File: src/rtl/nn_fixed_pkg.sv
// Shared fixed-point helpers for the neuron datapath: default widths, state
// encoding and sign-magnitude <-> two's complement conversion.
package nn_fixed_pkg;

  localparam int unsigned N_DEF = 32;
  localparam int unsigned Q_DEF = 24;
  // Working width of the conversion helpers; callers cast in and out of it.
  localparam int unsigned MAXW  = 64;

  typedef enum logic [1:0] {
    IDLE = 2'd0,
    RUN  = 2'd1,
    DONE = 2'd2
  } state_t;

  typedef struct packed {
    logic            ovr;
    logic [MAXW-1:0] sm;
  } sat_t;

  // n-bit sign-magnitude to two's complement; -0 becomes 0.
  function automatic logic signed [MAXW-1:0] sm_to_tc(input logic [MAXW-1:0] sm,
                                                       input int unsigned n);
    logic [MAXW-1:0] mag;
    mag = sm & ((MAXW'(1) << (n - 1)) - MAXW'(1));
    return sm[n-1] ? -$signed(mag) : $signed(mag);
  endfunction

  // Two's complement to n-bit sign-magnitude, clamped to +/-(2^(n-1)-1).
  function automatic sat_t tc_to_sm_sat(input logic signed [MAXW-1:0] v,
                                        input int unsigned n);
    logic signed [MAXW-1:0] mx;
    logic [MAXW-1:0]        sgn;
    sat_t                   r;
    mx    = $signed((MAXW'(1) << (n - 1)) - MAXW'(1));
    sgn   = MAXW'(1) << (n - 1);
    r.ovr = 1'b0;
    if (v > mx) begin
      r.ovr = 1'b1;
      r.sm  = mx;
    end else if (v < -mx) begin
      r.ovr = 1'b1;
      r.sm  = sgn | mx;
    end else if (v < 0) begin
      r.sm  = sgn | (-v);
    end else begin
      r.sm  = v;
    end
    return r;
  endfunction

endpackage

File: src/rtl/qmult.sv
// Combinational sign-magnitude fixed-point multiplier: full-precision product
// plus a flag when the Q-rescaled magnitude no longer fits in N-1 bits.
module qmult
  import nn_fixed_pkg::*;
#(
  parameter int unsigned N = N_DEF,
  parameter int unsigned Q = Q_DEF
) (
  input  logic [N-1:0]   a,
  input  logic [N-1:0]   b,
  output logic [2*N-1:0] p,
  output logic           ovr
);

  localparam int unsigned MW = 2 * N - 2;

  logic [MW-1:0] mag;

  assign mag = MW'(a[N-2:0]) * MW'(b[N-2:0]);
  assign p   = {a[N-1] ^ b[N-1], 1'b0, mag};
  assign ovr = (mag >> Q) > MW'({(N - 1){1'b1}});

endmodule

File: src/rtl/mac_sequencer.sv
// Drives the shared qmult through a stream of (input, weight) pairs and
// accumulates the rescaled products plus bias into one saturated result.
module mac_sequencer
  import nn_fixed_pkg::*;
#(
  parameter int unsigned N     = N_DEF,
  parameter int unsigned Q     = Q_DEF,
  parameter int unsigned G     = 8,
  parameter int unsigned LEN_W = 8
) (
  input  logic             clk,
  input  logic             rst,
  input  logic             i_start,
  input  logic [LEN_W-1:0] i_len,
  input  logic [N-1:0]     i_bias,
  input  logic             i_valid,
  input  logic [N-1:0]     i_x,
  input  logic [N-1:0]     i_w,
  output logic             o_ready,
  output logic             o_valid,
  input  logic             i_ready,
  output logic [N-1:0]     o_sum,
  output logic             o_ovr,
  output logic             o_busy
);

  localparam int unsigned AW = N + G;
  localparam int unsigned PW = 2 * N;
  localparam logic [PW-2:0] TERM_MAX = {{(PW - N){1'b0}}, {(N - 1){1'b1}}};

  // The G guard bits only cover 2^G terms, so a longer count could wrap acc.
  if (LEN_W > G) begin : g_len_check
    $error("mac_sequencer: LEN_W (%0d) must not exceed G (%0d)", LEN_W, G);
  end
  if (N + G > MAXW) begin : g_width_check
    $error("mac_sequencer: N+G (%0d) exceeds helper width %0d", N + G, MAXW);
  end

  state_t                state;
  logic [LEN_W-1:0]      cnt;
  logic signed [AW-1:0]  acc;
  logic [PW-1:0]         p_q;
  logic                  p_ovr;
  logic                  p_vld;

  logic [PW-1:0]         prod_c;
  logic                  qovr_c;
  logic                  hs_c;
  logic [PW-2:0]         shr_c;
  logic [N-2:0]          term_mag_c;
  logic signed [AW-1:0]  term_c;
  logic signed [AW-1:0]  acc_sum_c;
  logic signed [AW-1:0]  bias_c;
  sat_t                  sat_c;
  sat_t                  bias_sat_c;
  logic                  unused_bits_c;

  qmult #(.N(N), .Q(Q)) u_qmult (
    .a   (i_x),
    .b   (i_w),
    .p   (prod_c),
    .ovr (qovr_c)
  );

  // Rescale the registered product, clamp, sign it, and form the next sum.
  always_comb begin
    hs_c       = i_valid & o_ready;
    shr_c      = p_q[PW-2:0] >> Q;
    term_mag_c = (p_ovr || (shr_c > TERM_MAX)) ? {(N - 1){1'b1}} : shr_c[N-2:0];
    if (p_q[PW-1] && (term_mag_c != '0)) begin
      term_c = -$signed(AW'(term_mag_c));
    end else begin
      term_c = $signed(AW'(term_mag_c));
    end
    acc_sum_c     = acc + term_c;
    sat_c         = tc_to_sm_sat(MAXW'(acc_sum_c), N);
    bias_c        = AW'(sm_to_tc(MAXW'(i_bias), N));
    bias_sat_c    = tc_to_sm_sat(MAXW'(bias_c), N);
    unused_bits_c = ^{sat_c.sm[MAXW-1:N], bias_sat_c.sm[MAXW-1:N]};
  end

  always_ff @(posedge clk) begin
    if (rst) begin
      state   <= IDLE;
      cnt     <= '0;
      acc     <= '0;
      p_q     <= '0;
      p_ovr   <= 1'b0;
      p_vld   <= 1'b0;
      o_ready <= 1'b0;
      o_valid <= 1'b0;
      o_sum   <= '0;
      o_ovr   <= 1'b0;
      o_busy  <= 1'b0;
    end else begin
      case (state)
        IDLE: begin
          if (i_start) begin
            acc    <= bias_c;
            cnt    <= i_len;
            p_vld  <= 1'b0;
            o_ovr  <= 1'b0;
            o_busy <= 1'b1;
            if (i_len == '0) begin
              o_sum   <= bias_sat_c.sm[N-1:0];
              o_ovr   <= bias_sat_c.ovr;
              o_valid <= 1'b1;
              state   <= DONE;
            end else begin
              o_ready <= 1'b1;
              state   <= RUN;
            end
          end
        end
        RUN: begin
          p_vld <= hs_c;
          if (hs_c) begin
            p_q     <= prod_c;
            p_ovr   <= qovr_c;
            cnt     <= cnt - LEN_W'(1);
            o_ready <= (cnt != LEN_W'(1));
          end
          // cnt reaching zero with a product pending means this is the last term.
          if (p_vld) begin
            acc   <= acc_sum_c;
            o_ovr <= o_ovr | p_ovr;
            if (cnt == '0) begin
              o_sum   <= sat_c.sm[N-1:0];
              o_ovr   <= o_ovr | p_ovr | sat_c.ovr;
              o_valid <= 1'b1;
              state   <= DONE;
            end
          end
        end
        DONE: begin
          if (i_ready) begin
            o_valid <= 1'b0;
            o_busy  <= 1'b0;
            state   <= IDLE;
          end
        end
        default: state <= IDLE;
      endcase
    end
  end

endmodule

File: config.mk
export PLATFORM = sky130hd
export DESIGN_NAME = mac_sequencer
export DESIGN_NICKNAME = d
export VERILOG_FILES = /design/src/rtl/nn_fixed_pkg.sv /design/src/rtl/qmult.sv /design/src/rtl/mac_sequencer.sv
export SDC_FILE = /design/constraint.sdc
export NUM_CORES = 2
export LEC_CHECK = 0
export ABC_CLOCK_PERIOD_IN_PS = 13400
export CAP_MARGIN = 20
export CORE_ASPECT_RATIO = 1.4
export CORE_MARGIN = 8
export CORE_UTILIZATION = 50
export DETAILED_ROUTE_END_ITERATION = 8
export PLACE_DENSITY = 0.67
export SYNTH_ARGS = -nofsm -noshare
export SYNTH_HDL_FRONTEND = slang
export SYNTH_SLANG_ARGS = --single-unit
File: constraint.sdc
create_clock -name clk -period 13.4 [get_ports clk]
set_input_delay 3.35 -clock clk [delete_from_list [all_inputs] [get_ports clk]]
set_output_delay 3.35 -clock clk [all_outputs]
set_load 0.05 [all_outputs]
==> report_table.html <==
<table>
<tr><th>Metric</th><th>Value</th></tr>
<tr><th colspan="2">Floorplanning</th></tr>
<tr><td>Die Wd</td><td>261 um</td></tr>
<tr><td>Ports placed on the boundary</td><td>145</td></tr>
<tr><td>Area enclosed by the die boundary</td><td>94000 sq um</td></tr>
<tr><td>Die height</td><td>359 um</td></tr>
<tr><td>Initial Util</td><td>0.502</td></tr>
<tr><td>Placeable core area</td><td>83900 sq um</td></tr>
<tr><td>Number of standard-cell rows in the floorplan</td><td>126</td></tr>
<tr><th colspan="2">STA</th></tr>
<tr><td>Worst slew pin tran</td><td>1180 ps</td></tr>
<tr><td>Final critical path time including I/O delays and setup</td><td>11950 ps</td></tr>
<tr><td>Fraction of the cycle the final worst path needs</td><td>0.892</td></tr>
<tr><td>Top achievable clock speed</td><td>83.7 MHz</td></tr>
<tr><td>Max-slew headroom at the worst pin</td><td>0.210</td></tr>
<tr><td>Number of hold-slack violations in the final timing report</td><td>0</td></tr>
<tr><td>Total of endpoints with negative setup slack in the final report</td><td>0</td></tr>
<tr><td>Max Transition Viols Final</td><td>0</td></tr>
<tr><td>Unrepaired setup endpoints after global routing</td><td>no</td></tr>
<tr><td>Setup TNS</td><td>0 ps</td></tr>
<tr><td>Setup Skew</td><td>13.7 ps</td></tr>
<tr><th colspan="2">Worst hold path</th></tr>
<tr><td>Startpoint of the worst hold path</td><td>acc[30]</td></tr>
<tr><td>Worst hold path class</td><td>flip-flop to flip-flop</td></tr>
<tr><th colspan="2">Synth</th></tr>
<tr><td>Share of the synthesized area in the top cell type</td><td>0.398</td></tr>
<tr><td>Biggest area contributors in the synthesized netlist</td><td>sky130_fd_sc_hd__fa_1 40%, sky130_fd_sc_hd__ha_1 8.9%, sky130_fd_sc_hd__inv_1 8.1%</td></tr>
<tr><td>Cell area after synthesis</td><td>42100 sq um</td></tr>
<tr><td>Sequential element share of the synthesized area</td><td>0.0603</td></tr>
<tr><td>Number of synthesis warnings</td><td>0</td></tr>
<tr><td>Number of nets in the synthesized netlist</td><td>6304</td></tr>
<tr><td>Number of enable flip-flop cells after synthesis</td><td>0</td></tr>
<tr><td>Fraction of synthesis flops using an asynchronous set or reset pin</td><td>0</td></tr>
<tr><td>Mean instance size in the synthesized netlist</td><td>8.33 sq um</td></tr>
<tr><td>Synthesis-stage register bit count</td><td>127</td></tr>
<tr><td>Cell type contributing the most total cell area after synthesis</td><td>sky130_fd_sc_hd__fa_1</td></tr>
<tr><td>Post-synthesis cell type count</td><td>96</td></tr>
<tr><td>Main synth FF type</td><td>sky130_fd_sc_hd__dfxtp_1</td></tr>
<tr><td>Synth Instances</td><td>5059</td></tr>
<tr><th colspan="2">Cells and area</th></tr>
<tr><td>End-of-flow core utilization</td><td>0.537</td></tr>
<tr><td>Filler-free cell count of the finished design</td><td>6098</td></tr>
<tr><td>Post-layout instance area</td><td>45100 sq um</td></tr>
<tr><td>Fraction of layout instances using a drive strength above 1</td><td>0.0351</td></tr>
<tr><td>Layout area overhead</td><td>6.96%</td></tr>
<tr><td>Number of nets at the end of the flow</td><td>6241</td></tr>
<tr><th colspan="2">CTS</th></tr>
<tr><td>Bufs on Longest Clock Path</td><td>2</td></tr>
<tr><td>Clock slew at the register clock pins of the worst setup and hold paths</td><td>70 ps</td></tr>
<tr><td>Number of instances resized during post-cts repair</td><td>0</td></tr>
<tr><td>Number of H-tree levels</td><td>4</td></tr>
<tr><td>Clock sink count</td><td>127</td></tr>
<tr><td>Hold buffers post-CTS</td><td>0</td></tr>
<tr><td>TritonCTS buffer count</td><td>17</td></tr>
<tr><td>Number of post-CTS setup repair buffers</td><td>0</td></tr>
<tr><td>Clock root buffer</td><td>sky130_fd_sc_hd__clkbuf_16</td></tr>
<tr><td>Clock tree from TritonCTS</td><td>built</td></tr>
<tr><td>Latest clock arrival within the worst-skew pair</td><td>450 ps</td></tr>
<tr><th colspan="2">Job</th></tr>
<tr><td>Number of maximum-capacitance violations</td><td>0</td></tr>
<tr><th colspan="2">Status</th></tr>
<tr><td>Result of the run</td><td>finished, final reports clean</td></tr>
<tr><th colspan="2">Placement</th></tr>
<tr><td>Routability-driven placement congestion ratio</td><td>0.928</td></tr>
<tr><td>Post-detailed-placement cell area</td><td>44400 sq um</td></tr>
<tr><td>Post-placement cell count</td><td>6061</td></tr>
<tr><td>Count of input and output buffers</td><td>144</td></tr>
<tr><td>Detailed-placement wirelength estimate</td><td>95900 um</td></tr>
<tr><th colspan="2">Detailed routing</th></tr>
<tr><td>Number of nets still failing antenna checks after routing</td><td>0</td></tr>
<tr><td>Count of routing violations after the opening detailed-route iteration</td><td>2262</td></tr>
<tr><td>Total vias in the final route</td><td>34100</td></tr>
<tr><td>Remaining DRCs</td><td>0</td></tr>
<tr><td>Detailed-route wire length per cell</td><td>19.0 um</td></tr>
<tr><td>First drt pass iteration count</td><td>7</td></tr>
<tr><td>Via-per-instance ratio</td><td>5.58</td></tr>
<tr><td>Wirelength, routed</td><td>116000 um</td></tr>
<tr><th colspan="2">Setup path</th></tr>
<tr><td>Largest driver fanout on the critical path</td><td>21</td></tr>
<tr><td>Launch point of the worst path</td><td>i_x[14]</td></tr>
<tr><td>Data required time at the worst endpoint</td><td>13720 ps</td></tr>
<tr><td>Standard cell with the maximum stage delay on the critical path</td><td>sky130_fd_sc_hd__clkdlybuf4s50_1</td></tr>
<tr><td>R2R Path Start</td><td>p_ovr</td></tr>
<tr><td>Category of the critical setup timing path</td><td>primary input to flip-flop</td></tr>
<tr><td>Nature of the critical path startpoint</td><td>primary input</td></tr>
<tr><td>Arrival time of data at the critical path endpoint</td><td>12280 ps</td></tr>
<tr><td>Maximum cell stage delay along the critical path</td><td>1160 ps</td></tr>
<tr><td>Critical Path Most Common Cell</td><td>sky130_fd_sc_hd__fa_1</td></tr>
<tr><td>Endpoint kind of the worst setup timing path</td><td>flip-flop</td></tr>
<tr><td>Largest delay contributor family on the critical path</td><td>adder cells</td></tr>
<tr><td>CP Buf/Inv Count</td><td>6</td></tr>
<tr><th colspan="2">GRT</th></tr>
<tr><td>Pin count of the biggest net entering global routing</td><td>74</td></tr>
<tr><td>Antenna violations before repair</td><td>2</td></tr>
<tr><td>Global route total overflow</td><td>0</td></tr>
<tr><td>Overall global routing resource usage</td><td>0.257</td></tr>
<tr><td>Number of global-route vias before repair</td><td>37000</td></tr>
<tr><td>Wire length of the first global-routing pass</td><td>195000 um</td></tr>
</table>
## layer usage
metal | vias up | share of wire | GRT usage
li1 | 15600 | - | -
met1 | 17200 | 0.40 | 0.321
met2 | 987 | 0.51 | 0.451
met3 | 213 | 0.053 | 0.0363
met4 | 2 | 0.033 | 0.0842
met5 | - | 0.00011 | 0
## worst paths after layout
kind               endpoint  slack, ps  cells after the start
setup / recovery      p_ovr       1450                     26
hold / removal      acc[30]        460                      2
setup reg to reg  o_sum[16]       3790                     29
hold reg to reg     acc[30]        460                      2
## cells by family after synthesis
logic type	count (synthesis)	share of synthesized area
xor gates and xnor gates	155	0.0324
AOI/OAI and AO/OA	699	0.107
adders and majority gates	1136	0.486
muxes	14	0.00336
buffers and inverters	1224	0.110
and+or+nand+nor	1704	0.201
DFF	127	0.0603
## flip-flops by register name, summed over array words and instances, names as in the netlist
register and flops:
o_sum 32, p_q 39, cnt 8, o_valid 1, p_vld 1, o_ovr 1
acc 40, o_busy 1, state 2, o_ready 1, p_ovr 1
## worst reg2reg max path: cells and delay by family (launching register included)
family	cells	cell delay (ps)
AO/OA/AOI/OAI	10	3700
XOR/XNOR	1	130
adder cells (fa/ha/maj)	2	810
buffers and inverters	4	1130
flip-flops	1	350
AND/OR/NAND/NOR	12	3340
## layout make-up
| cell class | instances | area [sq um] |
|---|---|---|
| clock inverter | 14 | 195 |
| inverter | 913 | 3430 |
| timing repair buffer | 229 | 2120 |
| sequential | 127 | 2540 |
| fill | 7875 | 38800 |
| tap | 1088 | 1360 |
| antenna | 1 | 2.50 |
| clock buffer | 18 | 429 |
| multi-input combinational | 3708 | 35000 |
## cells in the mapped netlist (7+ instances only)
cell                        number
sky130_fd_sc_hd__fa_1          837
sky130_fd_sc_hd__buf_1          12
sky130_fd_sc_hd__and2_1        501
sky130_fd_sc_hd__nor3_1         69
sky130_fd_sc_hd__o41ai_1        10
sky130_fd_sc_hd__xor2_1         80
sky130_fd_sc_hd__nand4_1        26
sky130_fd_sc_hd__nor3b_1         8
sky130_fd_sc_hd__nand3_1        55
sky130_fd_sc_hd__o2111ai_1       7
sky130_fd_sc_hd__o22ai_1         7
sky130_fd_sc_hd__o21ai_0       147
sky130_fd_sc_hd__inv_1         913
sky130_fd_sc_hd__nand2_1       705
sky130_fd_sc_hd__or4_1          14
sky130_fd_sc_hd__clkbuf_1      290
sky130_fd_sc_hd__o311ai_0       13
sky130_fd_sc_hd__dfxtp_1       127
sky130_fd_sc_hd__a21o_1         43
sky130_fd_sc_hd__nor2_1        183
sky130_fd_sc_hd__or2_2           8
sky130_fd_sc_hd__a21oi_2        10
sky130_fd_sc_hd__xnor2_1        74
sky130_fd_sc_hd__a21oi_1       220
sky130_fd_sc_hd__or3_1          19
sky130_fd_sc_hd__o32ai_1         7
sky130_fd_sc_hd__o211ai_1       20
sky130_fd_sc_hd__o21bai_1       13
sky130_fd_sc_hd__o21ai_1        10
sky130_fd_sc_hd__o21a_1         15
sky130_fd_sc_hd__and3_1         20
sky130_fd_sc_hd__a31oi_1        31
sky130_fd_sc_hd__mux2i_1        13
sky130_fd_sc_hd__o31ai_1        20
sky130_fd_sc_hd__a211oi_1       46
sky130_fd_sc_hd__ha_1          299
sky130_fd_sc_hd__nor2b_1        14
sky130_fd_sc_hd__nor4_1         27
sky130_fd_sc_hd__a311oi_1        7
sky130_fd_sc_hd__nand2b_1       18
## placed cells by master (no fill, tap or decap), types with 8 or more instances in the layout
cell type,count
sky130_fd_sc_hd__nor4_1,27
sky130_fd_sc_hd__inv_1,913
sky130_fd_sc_hd__a21o_1,43
sky130_fd_sc_hd__or4_1,14
sky130_fd_sc_hd__o31ai_1,20
sky130_fd_sc_hd__clkbuf_16,17
sky130_fd_sc_hd__nor2_1,183
sky130_fd_sc_hd__xor2_1,80
sky130_fd_sc_hd__a21oi_1,219
sky130_fd_sc_hd__o41ai_1,10
sky130_fd_sc_hd__and3_1,20
sky130_fd_sc_hd__nand2_1,705
sky130_fd_sc_hd__nor3_1,68
sky130_fd_sc_hd__or2_2,8
sky130_fd_sc_hd__o21a_1,15
sky130_fd_sc_hd__buf_4,81
sky130_fd_sc_hd__o211ai_1,20
sky130_fd_sc_hd__fa_1,837
sky130_fd_sc_hd__o311ai_0,13
sky130_fd_sc_hd__nand3_1,55
sky130_fd_sc_hd__o21bai_1,13
sky130_fd_sc_hd__a211oi_1,46
sky130_fd_sc_hd__xnor2_1,74
sky130_fd_sc_hd__a21oi_2,10
sky130_fd_sc_hd__a31oi_1,31
sky130_fd_sc_hd__nor2b_1,13
sky130_fd_sc_hd__dfxtp_1,127
sky130_fd_sc_hd__or3_1,19
sky130_fd_sc_hd__nand2b_1,17
sky130_fd_sc_hd__nand4_1,26
sky130_fd_sc_hd__clkdlybuf4s50_1,142
sky130_fd_sc_hd__nor3b_1,8
sky130_fd_sc_hd__and2_1,501
sky130_fd_sc_hd__mux2i_1,13
sky130_fd_sc_hd__ha_1,299
sky130_fd_sc_hd__o21ai_0,147
sky130_fd_sc_hd__o21ai_1,10
## through the flow
step,setup WS [ps],hold slack [ps]
3_3_place_gp,1180,442
3_5_place_dp,1040,452
5_1_grt,1070,473
6_report,1450,458
2_1_floorplan,2630,432
4_1_cts,1470,459
Power is not shown: default switching activity piles up to over one toggle a cycle in this logic, so the estimate is an artifact.
